--- config.mk ---
export PLATFORM = sky130hd
export DESIGN_NAME = collect_2x1_one_hot_seq
export DESIGN_NICKNAME = d
export VERILOG_FILES = /design/src/rtl/collect_pkg.sv /design/src/rtl/collect_node_fifo.sv /design/src/rtl/collect_2x1_one_hot_seq.sv
export SDC_FILE = /design/constraint.sdc
export NUM_CORES = 1
export LEC_CHECK = 0
export CORE_MARGIN = 5
export CORE_UTILIZATION = 40
export CTS_CLUSTER_SIZE = 24
export DETAILED_ROUTE_END_ITERATION = 12
export PLACE_DENSITY = 0.67
export SLEW_MARGIN = 20
export SYNTH_ARGS = -nofsm -noshare
export SYNTH_HDL_FRONTEND = slang
export SYNTH_SLANG_ARGS = --single-unit
--- constraint.sdc ---
create_clock -name clk -period 7.8 [get_ports clk]
set_input_delay 1.17 -clock clk [delete_from_list [all_inputs] [get_ports clk]]
set_output_delay 1.17 -clock clk [all_outputs]
set_load 0.005 [all_outputs]
--- src/rtl/collect_pkg.sv ---
// Shared types and helpers for the collect switch: FSM states, source encoding,
// and the derivation of the forwarded command width.
package collect_pkg;

    typedef enum logic {
        BUS_PRIO   = 1'b0,
        NODE_FORCE = 1'b1
    } fsm_state_e;

    localparam logic SRC_BUS  = 1'b0;
    localparam logic SRC_NODE = 1'b1;

    // Forwarded mask drops this node's bit, but never collapses below one bit.
    function automatic int unsigned out_cmd_width(input int unsigned in_width);
        return (in_width == 1) ? 1 : in_width - 1;
    endfunction

endpackage

--- src/rtl/collect_node_fifo.sv ---
// Synchronous FIFO buffering local node beats; pointers carry a wrap bit so
// full and empty are told apart without a separate count.
module collect_node_fifo #(
    parameter int unsigned DATA_WIDTH = 32,
    parameter int unsigned DEPTH      = 2
) (
    input  logic                  clk,
    input  logic                  rst,
    input  logic                  push,
    input  logic [DATA_WIDTH-1:0] push_data,
    input  logic                  pop,
    output logic [DATA_WIDTH-1:0] pop_data,
    output logic                  full,
    output logic                  empty
);

    localparam int unsigned AW = (DEPTH > 1) ? $clog2(DEPTH) : 1;
    localparam int unsigned PW = AW + 1;

    logic [PW-1:0]         wr_ptr;
    logic [PW-1:0]         rd_ptr;
    logic [DATA_WIDTH-1:0] mem [DEPTH];

    always_ff @(posedge clk) begin
        if (rst) begin
            wr_ptr <= '0;
            rd_ptr <= '0;
        end else begin
            if (push && !full) begin
                wr_ptr <= wr_ptr + PW'(1);
            end
            if (pop && !empty) begin
                rd_ptr <= rd_ptr + PW'(1);
            end
        end
    end

    // Storage is not reset; the pointers alone define validity.
    always_ff @(posedge clk) begin
        if (push && !full) begin
            mem[wr_ptr[AW-1:0]] <= push_data;
        end
    end

    assign pop_data = mem[rd_ptr[AW-1:0]];
    assign empty    = (wr_ptr == rd_ptr);
    assign full     = (wr_ptr[AW] != rd_ptr[AW]) && (wr_ptr[AW-1:0] == rd_ptr[AW-1:0]);

endmodule

--- src/rtl/collect_2x1_one_hot_seq.sv ---
// One node of a gather chain: merges upstream bus beats with buffered local
// beats, bus first, with a bounded wait before the node is forced through.
module collect_2x1_one_hot_seq
    import collect_pkg::*;
#(
    parameter  int unsigned DATA_WIDTH        = 32,
    parameter  int unsigned IN_COMMAND_WIDTH  = 2,
    parameter  int unsigned NODE_FIFO_DEPTH   = 2,
    parameter  int unsigned MAX_WAIT          = 4,
    localparam int unsigned OUT_COMMAND_WIDTH = out_cmd_width(IN_COMMAND_WIDTH)
) (
    input  logic                         clk,
    input  logic                         rst,
    input  logic                         i_en,
    input  logic [IN_COMMAND_WIDTH-1:0]  i_cmd,
    output logic [OUT_COMMAND_WIDTH-1:0] o_cmd,
    input  logic                         i_bus_valid,
    input  logic [DATA_WIDTH-1:0]        i_bus_data,
    output logic                         o_bus_ready,
    input  logic                         i_node_valid,
    input  logic [DATA_WIDTH-1:0]        i_node_data,
    output logic                         o_node_ready,
    output logic                         o_valid,
    output logic [DATA_WIDTH-1:0]        o_data_bus,
    output logic                         o_src,
    input  logic                         i_ready
);

    localparam int unsigned CW = $clog2(MAX_WAIT + 1);

    fsm_state_e            state_q;
    fsm_state_e            state_d;
    logic [CW-1:0]         wait_q;
    logic [CW-1:0]         wait_d;
    logic                  load;
    logic                  bus_grant;
    logic                  node_grant;
    logic                  fifo_push;
    logic                  fifo_full;
    logic                  fifo_empty;
    logic [DATA_WIDTH-1:0] fifo_data;

    assign load         = i_en && !rst && (!o_valid || i_ready);
    assign o_node_ready = i_en && !rst && i_cmd[0] && !fifo_full;
    assign fifo_push    = i_node_valid && o_node_ready;
    assign o_bus_ready  = bus_grant;

    collect_node_fifo #(
        .DATA_WIDTH (DATA_WIDTH),
        .DEPTH      (NODE_FIFO_DEPTH)
    ) u_node_fifo (
        .clk       (clk),
        .rst       (rst),
        .push      (fifo_push),
        .push_data (i_node_data),
        .pop       (node_grant),
        .pop_data  (fifo_data),
        .full      (fifo_full),
        .empty     (fifo_empty)
    );

    always_ff @(posedge clk) begin
        if (rst) begin
            state_q <= BUS_PRIO;
            wait_q  <= '0;
        end else begin
            state_q <= state_d;
            wait_q  <= wait_d;
        end
    end

    // Arbitration: the wait counter only tracks bus grants that overtake a waiting node.
    always_comb begin
        state_d    = state_q;
        wait_d     = wait_q;
        bus_grant  = 1'b0;
        node_grant = 1'b0;
        case (state_q)
            BUS_PRIO: begin
                if (load) begin
                    if (i_bus_valid) begin
                        bus_grant = 1'b1;
                        if (fifo_empty) begin
                            wait_d = '0;
                        end else if (wait_q == CW'(MAX_WAIT - 1)) begin
                            wait_d  = CW'(MAX_WAIT);
                            state_d = NODE_FORCE;
                        end else begin
                            wait_d = wait_q + CW'(1);
                        end
                    end else if (!fifo_empty) begin
                        node_grant = 1'b1;
                        wait_d     = '0;
                    end else begin
                        wait_d = '0;
                    end
                end
            end
            NODE_FORCE: begin
                if (i_en && fifo_empty) begin
                    state_d = BUS_PRIO;
                    wait_d  = '0;
                end else if (load) begin
                    node_grant = 1'b1;
                    state_d    = BUS_PRIO;
                    wait_d     = '0;
                end
            end
            default: begin
                state_d = BUS_PRIO;
                wait_d  = '0;
            end
        endcase
    end

    // Output stage and forwarded command.
    always_ff @(posedge clk) begin
        if (rst) begin
            o_valid    <= 1'b0;
            o_data_bus <= '0;
            o_src      <= SRC_BUS;
            o_cmd      <= '0;
        end else begin
            o_cmd <= i_en ? OUT_COMMAND_WIDTH'(i_cmd >> 1) : '0;
            if (load) begin
                o_valid <= bus_grant || node_grant;
                if (bus_grant) begin
                    o_data_bus <= i_bus_data;
                    o_src      <= SRC_BUS;
                end else if (node_grant) begin
                    o_data_bus <= fifo_data;
                    o_src      <= SRC_NODE;
                end
            end
        end
    end

endmodule

# Yosys cells after proc, flatten, opt, wreduce, memory -nomap -nowiden
# Memory sizes are Yosys's and may differ from the RTL's. A register that Yosys moved wholly into a read port is not among the register bits.
# Cells that the tools add are included.
# totals
n_memories,1
output_inout_bits,37
latchBits,0
reg_bits,43
ram_bits,64
romBits,0
elab_cells,70
inputBits,72
# op_classes
bitwise_logic,2
div_mod_pow,0
shift,0
add_sub_neg,3
n_eq_ne,6
n_mux,31
mul,0
n_reduce_logical,19
magnitude_cmp,0
# memory_table
name,words,word_bits,read_ports,rd_ports_with_merged_regs,wr,line,rtl
u_node_fifo.mem,2,32,1,1,1,collect_node_fifo.sv:22,logic [DATA_WIDTH-1:0] mem [DEPTH];
# op_table
op,count
32-bit 2-to-1 mux,2
1-bit 2-to-1 mux,20
3-bit 2-to-1 mux,6
1-bit logical AND,9
3-bit case mux with 2 select lines,1
2-bit by 1-bit adder with 2-bit output (second input constant),2
1-bit logical NOT,4
1-bit case mux with 2 select lines,2
2-bit AND reduction,2
3-bit by 1-bit adder with 3-bit output (second input constant),1
3-bit by 2-bit equality test with 1-bit output (second input constant),1
3-bit by 1-bit inequality test with 1-bit output (second input constant),1
2-bit equality test,1
1-bit logical OR,2
2-bit inequality test (second input constant),1
1-bit NOT,2
2-bit nonzero test,1
2-bit OR reduction,1
1-bit equality test,1
1-bit inequality test,1

# Logic depth before layout (Yosys ltp)
# Gate-level depths: netlist of run 1.
# logic_depth
ltp_word,9
depth_mapped,6
depth_no_buf,5

# By module
# Synthesis of run 1 repeated with hierarchy kept, for this count alone.
# hier_totals
cells_unflattened,320
hier_area_um2,4349.2
# by_module_without_submodules
mod,seq_area_each_um2,cells_per_inst,area_per_inst_um2,n_inst
collect_node_fifo,2021.9,133,2585.0,1
collect_2x1_one_hot_seq,780.7,187,1764.2,1

# Worst setup path after synthesis of run 1
# No wires, ideal clock.
# synth_timing
path_type,input-to-reg
from,input port rst
to,memory u_node_fifo.mem[0][0] (enable)
required_time_ns,7.379
arrival_ns,3.177
stages,4
setup_time_ns,0.421
setup_slack_ns,4.202
path_buffers,1
cell_sequence,clkbuf_1 > nor2b_1 > o2111ai_1 > nor2_1
# synth_via
elab_chain_cells,8
# synth_lines
item,line,rtl
from (decl),collect_2x1_one_hot_seq.sv:13,"input logic rst,"
1-bit logical NOT,collect_2x1_one_hot_seq.sv:44,assign o_node_ready = i_en && !rst && i_cmd[0] && !fifo_full;
1-bit logical AND (3 in series),collect_2x1_one_hot_seq.sv:44,
1-bit logical AND,collect_2x1_one_hot_seq.sv:45,assign fifo_push = i_node_valid && o_node_ready;
1-bit logical AND,collect_node_fifo.sv:40,if (push && !full) begin
1-bit 2-to-1 mux,collect_node_fifo.sv:40,
1-bit 2-to-1 mux (not written as such),collect_node_fifo.sv:41,mem[wr_ptr[AW-1:0]] <= push_data;
to (decl),collect_node_fifo.sv:22,
# No other way between the ends.

# Final worst setup path of run 1
# layout_timing
from,input port rst
to,output port o_bus_ready
# layout_via
elab_chain_cells,5
# layout_lines
item,line,rtl
1-bit logical NOT,collect_2x1_one_hot_seq.sv:43,assign load = i_en && !rst && (!o_valid || i_ready);
1-bit logical AND (2 in series),collect_2x1_one_hot_seq.sv:43,
1-bit 2-to-1 mux,collect_2x1_one_hot_seq.sv:80,if (load) begin
1-bit 2-to-1 mux,collect_2x1_one_hot_seq.sv:78,case (state_q)
to (decl),collect_2x1_one_hot_seq.sv:19,"output logic o_bus_ready,"
# No other way between the ends.

==> results of run 1 <==
[layer usage]
layer  global-route usage [%]  share of wire (%)  up-vias
li1                         -                  -     1430
met1                     17.7                 43     1351
met2                     25.2                 51       75
met3                     3.95                5.2        6
met4                     3.76               0.97        0
met5                        0                  0        -
[sequential cells by signal (all words and copies together), names as in the netlist, 2 cells and up, named ones only]
signal,flops
u_node_fifo.rd_ptr,2
wait_q,3
o_data_bus,32
u_node_fifo.wr_ptr,2
u_node_fifo.mem,64
[layout by cell type (no fill, tap or decap), drive strengths merged]
cell	synthesis	layout
a2111oi	1	1
a21bo	1	1
a21boi	1	1
a21oi	40	40
and2	2	2
and4	1	1
buf	13	4
clkbuf	7	9
clkdlybuf4s50	0	108
clkinv	0	1
clkinvlp	0	1
dfxtp	44	44
edfxtp	64	64
ha	2	2
inv	3	8
mux2i	64	64
nand2	3	3
nand2b	36	36
nand3	3	3
nand3b	1	1
nand4	2	2
nand4b	2	2
nor2	41	41
nor2b	3	3
nor3	1	1
o2111ai	2	2
o211a	1	1
o21ai	2	2
xnor2	4	4
xor2	2	2
[worst paths after layout]
check	startpoint	endpoint	slack, ps	cells after the start
min reg2reg	wait_q[2]	wait_q[2]	480	2
min	wait_q[2]	wait_q[2]	480	2
max	rst	o_bus_ready	3450	6
max reg2reg	u_node_fifo.rd_ptr[1]	o_data_bus[11]	5450	5
[per-stage QoR]
| step | cells | util [%] |
|---|---|---|
| 6_report | 594 | 53.7 |
| 5_1_grt | 594 | 53.7 |
| 4_1_cts | 594 | 53.7 |
| 3_5_place_dp | 578 | 52.0 |
| 3_3_place_gp | 578 | 52.0 |
| 2_1_floorplan | 346 | - |
[cells by family (layout without fill, tap and decap cells)]
kind of cell | Yosys count | after routing | share of synthesized area (%)
xor+xnor | 6 | 6 | 1.52
buf+inv | 23 | 131 | 2.68
simple gates | 95 | 95 | 11.1
mux | 64 | 64 | 14.4
fa+ha+maj | 2 | 2 | 0.563
flops | 108 | 108 | 63.1
compound gates | 48 | 48 | 6.62
[cell type report]
cell class / instances / area share, %
Sequential cell: 108 / 48.2
Multi-Input combinational cell: 215 / 26.4
Timing Repair Buffer: 112 / 19.1
Tap cell: 140 / 3.01
Clock buffer: 9 / 2.13
Clock inverter: 7 / 0.989
Inverter: 3 / 0.194
[power groups by stage]
| stage | Sequential, W | Clock (W) | Combinational, W |
|---|---|---|---|
| global route | 0.000630 | 0.000355 | 0.000125 |
| finish | 0.000627 | 0.000318 | 0.000114 |
| CTS | 0.000628 | 0.000329 | 0.000116 |
| global placement | 0.000640 | 0 | 0.000113 |
| detailed placement | 0.000641 | 0 | 0.000115 |
| floorplan | 0.000639 | 0 | 0.0000443 |
[worst max-delay path: stages]
cell,delay (ps)
sky130_fd_sc_hd__clkdlybuf4s50_1,400
sky130_fd_sc_hd__buf_4,260
sky130_fd_sc_hd__nor2b_1,430
sky130_fd_sc_hd__nand2_1,210
sky130_fd_sc_hd__nor2_1,170
sky130_fd_sc_hd__clkdlybuf4s50_1,530
==> reports/summary.log, run 1 <==
qor: power.design_power_total 0.00106 W
qor: sta.fin_worst_skew 8.87 ps
qor: final_layout.num-nets-final 523
qor: global_route.largest_net_degree_at_the_start_of_global_routing 68
qor: die.placement_rows 38
qor: synth.synth-edff-count 64
qor: detailed_routing.drt_first_pass_iters 4
qor: detailed_routing.routedWlPerCell 15.6 microns
qor: synth.ys.flop_type sky130_fd_sc_hd__edfxtp_1
qor: sta.slew-limit-headroom 31.4%
qor: power.sw_frac_of_total 23.4%
qor: global_route.grt_pass1_vias 3047
qor: sta.finalCriticalPeriod 4350 ps
qor: power.power.share.sequential 59.2%
qor: detailed_routing.drc 0
qor: global_route.global_route_wire_length_before_repair 15000 microns
qor: sta.maxClockFrequency 230 MHz
qor: clock_network.clock-sinks 108
qor: clock_network.worstSkewPairLatency 360 ps
qor: power.power.combinational.fraction 10.8%
qor: synth.yosys.area.top_type sky130_fd_sc_hd__edfxtp_1
qor: clock_network.cts_tree yes
qor: synth.synth_cell_type_count 33
qor: synth.synth.yosys.warnings 0
qor: synth.synth.top_cells.by_count sky130_fd_sc_hd__edfxtp_1 (64), sky130_fd_sc_hd__mux2i_1 (64), sky130_fd_sc_hd__dfxtp_1 (44)
qor: worst_setup_path.worst_setup_path_start_kind input port
qor: final_layout.layout.area.seq 2800 sq um
qor: die.initial_utilization 41.0%
qor: synth.post-synth-top-area-fraction 43.3%
qor: clock_network.cts-root-buf sky130_fd_sc_hd__clkbuf_8
qor: detailed_routing.drt_iter0_markers 108
qor: sta.hold-worst-slack 482 ps
qor: power.cellPowerDensity 182 nW/um^2
qor: worst_setup_path.worst-path-max-fanout 45
qor: synth.syn_nets 420
qor: sta.rsz0062_at_grt no
qor: global_route.globalRouteOverflowTotal 0
qor: die.total_i_o_pin_count 109
qor: power.p_switching 0.000248 W
qor: detailed_routing.viasPerCell 4.82
qor: synth.synthesis.instances 346
qor: synth.syn_avg_cell_area 12.8 sq um
qor: synth.ys_ff_latch 108
qor: detailed_routing.routed-via-count 2862
qor: power.ir_drop 0.100 mV
qor: synth.synth_sequential_area_ratio 63.1%
qor: synth.syn_area 4440 sq um
qor: final_layout.areaGrowthSynthToFinish 31.0%
qor: clock_network.postCtsResizedCells 0
qor: die.floorplan.core_area 10800 sq um
qor: sta.worst_margin_pin_slew 1030 ps
qor: global_route.antenna_found_initial 0
qor: sta.report.final.setup_viol 0
qor: synth.synthArstFlopShare 0%
qor: global_route.grtUsageTotal 14.4%
qor: clock_network.ctsHoldBuffers 0
qor: final_layout.drive_gt1_share 6.39%
qor: run_status.run_status completed
qor: placed_design.io_buffer_count 108
qor: power.proportion_of_power_drawn_by_the_clock_network 30.0%
qor: power.leakagePower 2.10 nW
qor: clock_network.cts_buffer_depth 2
qor: clock_network.cts_inserted_buffers 9
qor: placed_design.detailed_place_hpwl 6310 microns
qor: sta.setup-tns-final 0 ps
qor: worst_setup_path.path_class input port to output port
qor: sta.report.final.slew_viol_count 0
qor: final_layout.nFillCells 948
qor: final_layout.multi_input_area 1540 sq um
qor: clock_network.cts_max_level 3
qor: final_layout.n_antenna_cell 0
qor: min_path.worst_hold_path_type flop to flop
qor: flow_run.drv.max_cap_violation_count 0
qor: placed_design.place_ws 3460 ps
qor: placed_design.place_area 5640 sq um
qor: die.die_x 115 microns
qor: placed_design.globalplace.congestion 0.786
qor: detailed_routing.postRouteAntennaNets 0
qor: die.dieHeight 115 microns
qor: worst_setup_path.timing.critical_path.required 6630 ps
qor: final_layout.layout.cell_area.non_filler 5820 sq um
qor: clock_network.post_cts_buffers 0
qor: detailed_routing.aggregate_routed_wire_length 9280 microns
qor: worst_setup_path.crit_path_end_kind output port
qor: sta.final_critical_path_setup_slack 3450 ps
qor: synth.post_synth_main_area_contributors sky130_fd_sc_hd__edfxtp_1 (43%), sky130_fd_sc_hd__dfxtp_1 (20%), sky130_fd_sc_hd__mux2i_1 (14%), sky130_fd_sc_hd__nand2b_1 (5.1%), sky130_fd_sc_hd__a21oi_1 (4.5%)
qor: worst_setup_path.arrival 3180 ps
qor: clock_network.clk_pin_slew 90 ps
qor: die.dieArea 13300 sq um
qor: sta.timing.final.crit_share 55.8%
qor: power.p_int 0.000811 W
qor: sta.final_hold_viol_count 0
(Power assumes the default switching activity.)
==> run 2, diff against run 1 <==
Settings changed: PLACE_DENSITY 0.67 to 0.69.
Clock period 7.8 ns to 3.55 ns, I/O delays scaled along.
==> run 2 against run 1 <==
  * Clock skew rose by 5.3 ps
  * Sequential share of layout area fell by 0.52 points
  * Flip-flop and latch count did not move
  * Routed wire length rose by 1.9%
  * Die area did not move
  * Global-route usage rose by 0.076 points
  * Worst hold slack got worse by 1.2 ps
  * Critical path depth fell by 1
  * Setup slack got worse by 2900 ps
  * Total power rose by 120%
  * Critical path type unchanged
  * Critical endpoint unchanged
==> reports/summary.log, run 2 (synthesis results as in run 1) <==
qor: sta.worst_margin_pin_slew 1080 ps [was 1030 ps]
qor: power.cellPowerDensity 402 nW/um^2 [was 182 nW/um^2]
qor: clock_network.postCtsResizedCells 0 [unchanged]
qor: min_path.worst_hold_path_type flop to flop [unchanged]
qor: final_layout.largest_register_ffs 64 [unchanged]
qor: clock_network.cts_max_level 3 [unchanged]
qor: worst_setup_path.arrival 2440 ps [was 3180 ps]
qor: detailed_routing.drc 0 [unchanged]
qor: clock_network.cts-root-buf sky130_fd_sc_hd__clkbuf_8 [unchanged]
qor: worst_setup_path.path_class input port to output port [unchanged]
qor: clock_network.ctsHoldBuffers 0 [unchanged]
qor: final_layout.areaGrowthSynthToFinish 32.4% [was 31.0%]
qor: sta.slew-limit-headroom 27.8% [was 31.4%]
qor: sta.fin_worst_skew 14.1 ps [was 8.87 ps]
qor: global_route.largest_net_degree_at_the_start_of_global_routing 45 [was 68]
qor: placed_design.detailed_place_hpwl 6330 microns [was 6310 microns]
qor: worst_setup_path.worst_setup_path_start_kind input port [unchanged]
qor: final_layout.num-nets-final 526 [was 523]
qor: sta.rsz0062_at_grt no [unchanged]
qor: die.placement_rows 38 [unchanged]
qor: die.floorplan.core_area 10800 sq um [unchanged]
qor: detailed_routing.postRouteAntennaNets 0 [unchanged]
qor: clock_network.worstSkewPairLatency 360 ps [about the same]
qor: detailed_routing.viasPerCell 4.97 [was 4.82]
qor: detailed_routing.routed-via-count 2966 [was 2862]
qor: worst_setup_path.slowest_cell_on_crit_path sky130_fd_sc_hd__clkdlybuf4s50_1 [unchanged]
qor: sta.maxClockFrequency 336 MHz
qor: sta.timing.final.crit_share 83.7%
qor: power.ir_drop 0.253 mV [was 0.100 mV]
qor: final_layout.multi_input_area 1540 sq um [unchanged]
qor: worst_setup_path.crit_path_end_kind output port [unchanged]
qor: clock_network.cts_inserted_buffers 9 [unchanged]
qor: placed_design.placed_cells 581 [was 578]
qor: worst_setup_path.critPathMostFrequentCell sky130_fd_sc_hd__clkdlybuf4s50_1 [unchanged]
qor: clock_network.cts_tree yes [unchanged]
qor: worst_setup_path.worst-path-max-fanout 7 [was 45]
qor: sta.report.final.slew_viol_count 0 [unchanged]
qor: global_route.grt_pass1_vias 3106 [was 3047]
qor: run_status.run_status completed [unchanged]
qor: detailed_routing.drt_first_pass_iters 4 [unchanged]
qor: detailed_routing.routedWlPerCell 15.8 microns [was 15.6 microns]
qor: die.die_x 115 microns [unchanged]
qor: sta.report.final.setup_viol 0 [unchanged]
qor: final_layout.layout.area.seq 2800 sq um [unchanged]
qor: clock_network.cts_buffer_depth 2 [unchanged]
qor: worst_setup_path.critPathMaxStageDelay 560 ps [was 530 ps]
qor: clock_network.post_cts_buffers 0 [unchanged]
qor: global_route.antenna_found_initial 0 [unchanged]
qor: worst_setup_path.timing.critical_path.required 3020 ps [was 6630 ps]
qor: sta.setup-tns-final 0 ps [unchanged]
qor: final_layout.final_cell_mix sky130_fd_sc_hd__clkdlybuf4s50_1 (108), sky130_fd_sc_hd__mux2i_1 (64), sky130_fd_sc_hd__edfxtp_1 (64) [unchanged]
qor: detailed_routing.aggregate_routed_wire_length 9450 microns [was 9280 microns]
qor: power.leakagePower 2.14 nW [was 2.10 nW]
qor: final_layout.drive_gt1_share 6.78% [was 6.39%]
qor: clock_network.clk_pin_slew 100 ps [was 90 ps]
qor: final_layout.layout.cells.most_common sky130_fd_sc_hd__clkdlybuf4s50_1 [unchanged]
qor: detailed_routing.drt_iter0_markers 192 [was 108]
qor: clock_network.clock-sinks 108 [unchanged]
qor: final_layout.final-instance-count-excl-fill 597 [was 594]
qor: die.dieArea 13300 sq um [unchanged]
qor: flow_run.drv.max_cap_violation_count 0 [unchanged]
qor: sta.finalCriticalPeriod 2970 ps
qor: placed_design.globalplace.congestion 0.768 [was 0.786]
qor: final_layout.n_antenna_cell 0 [unchanged]
qor: global_route.grtUsageTotal 14.5% [was 14.4%]
qor: sta.final_hold_viol_count 0 [unchanged]
qor: die.total_i_o_pin_count 109 [unchanged]
qor: die.dieHeight 115 microns [unchanged]
qor: global_route.global_route_wire_length_before_repair 15000 microns [about the same]
qor: final_layout.nFillCells 952 [was 948]
qor: die.initial_utilization 41.0% [unchanged]
qor: worst_setup_path.cp_cell_sequence clkdlybuf4s50_1 -> nor2b_1 -> nand2_1 -> nor2_1 -> clkdlybuf4s50_1 [was clkdlybuf4s50_1 -> buf_4 -> nor2b_1 -> nand2_1 -> nor2_1 -> clkdlybuf4s50_1]
qor: placed_design.io_buffer_count 108 [unchanged]
qor: global_route.globalRouteOverflowTotal 0 [unchanged]
-- run 2: final timing paths --
check	endpoint	slack, ps	startpoint	cells after the start
max	o_bus_ready	580	i_en	5
min	o_data_bus[16]	480	o_data_bus[16]	2
max reg2reg	o_data_bus[20]	1380	u_node_fifo.wr_ptr[0]	5
min reg2reg	o_data_bus[16]	480	o_data_bus[16]	2
-- run 2: final cells by class --
class	count	area share [%]
inverter	3	0.191
timing repair buffer	115	19.7
clock inverter	3	0.298
sequential	108	47.7
multi-input combinational	215	26.1
clock buffer	13	3.06
tap	140	2.98
-- run 2: per-layer routing --
metal | share of wire [%] | global-route usage (%)
met1 | 44 | 17.0
met3 | 5.3 | 4.89
met2 | 50 | 25.7
met5 | 0 | 0
met4 | 0.56 | 3.44
-- run 2: power breakdown --
part / internal, W / switching [W] / leakage [nW]
registers: 0.00136 / 0.0000188 / 0.938
logic: 0.000160 / 0.0000964 / 1.10
clock network: 0.000335 / 0.000396 / 0.102
-- run 2: critical path, delay by kind of cell --
family,cells,cell delay [ps]
simple gates,3,820
buf+inv,2,1090
-- run 2: per-stage QoR --
| stage | hold slack, ps | cell area [sq um] | total power, W | setup WS (ps) | utilization [%] |
|---|---|---|---|---|---|
| 3_3_place_gp | 460 | 5680 | 0.00166 | 667 | 52.4 |
| 4_1_cts | 483 | 5880 | 0.00239 | 572 | 54.3 |
| 6_report | 480 | 5880 | 0.00236 | 577 | 54.3 |
| 2_1_floorplan | 444 | 4440 | 0.00150 | 589 | - |
| 3_5_place_dp | 467 | 5680 | 0.00166 | 595 | 52.4 |
| 5_1_grt | 501 | 5880 | 0.00246 | 358 | 54.3 |
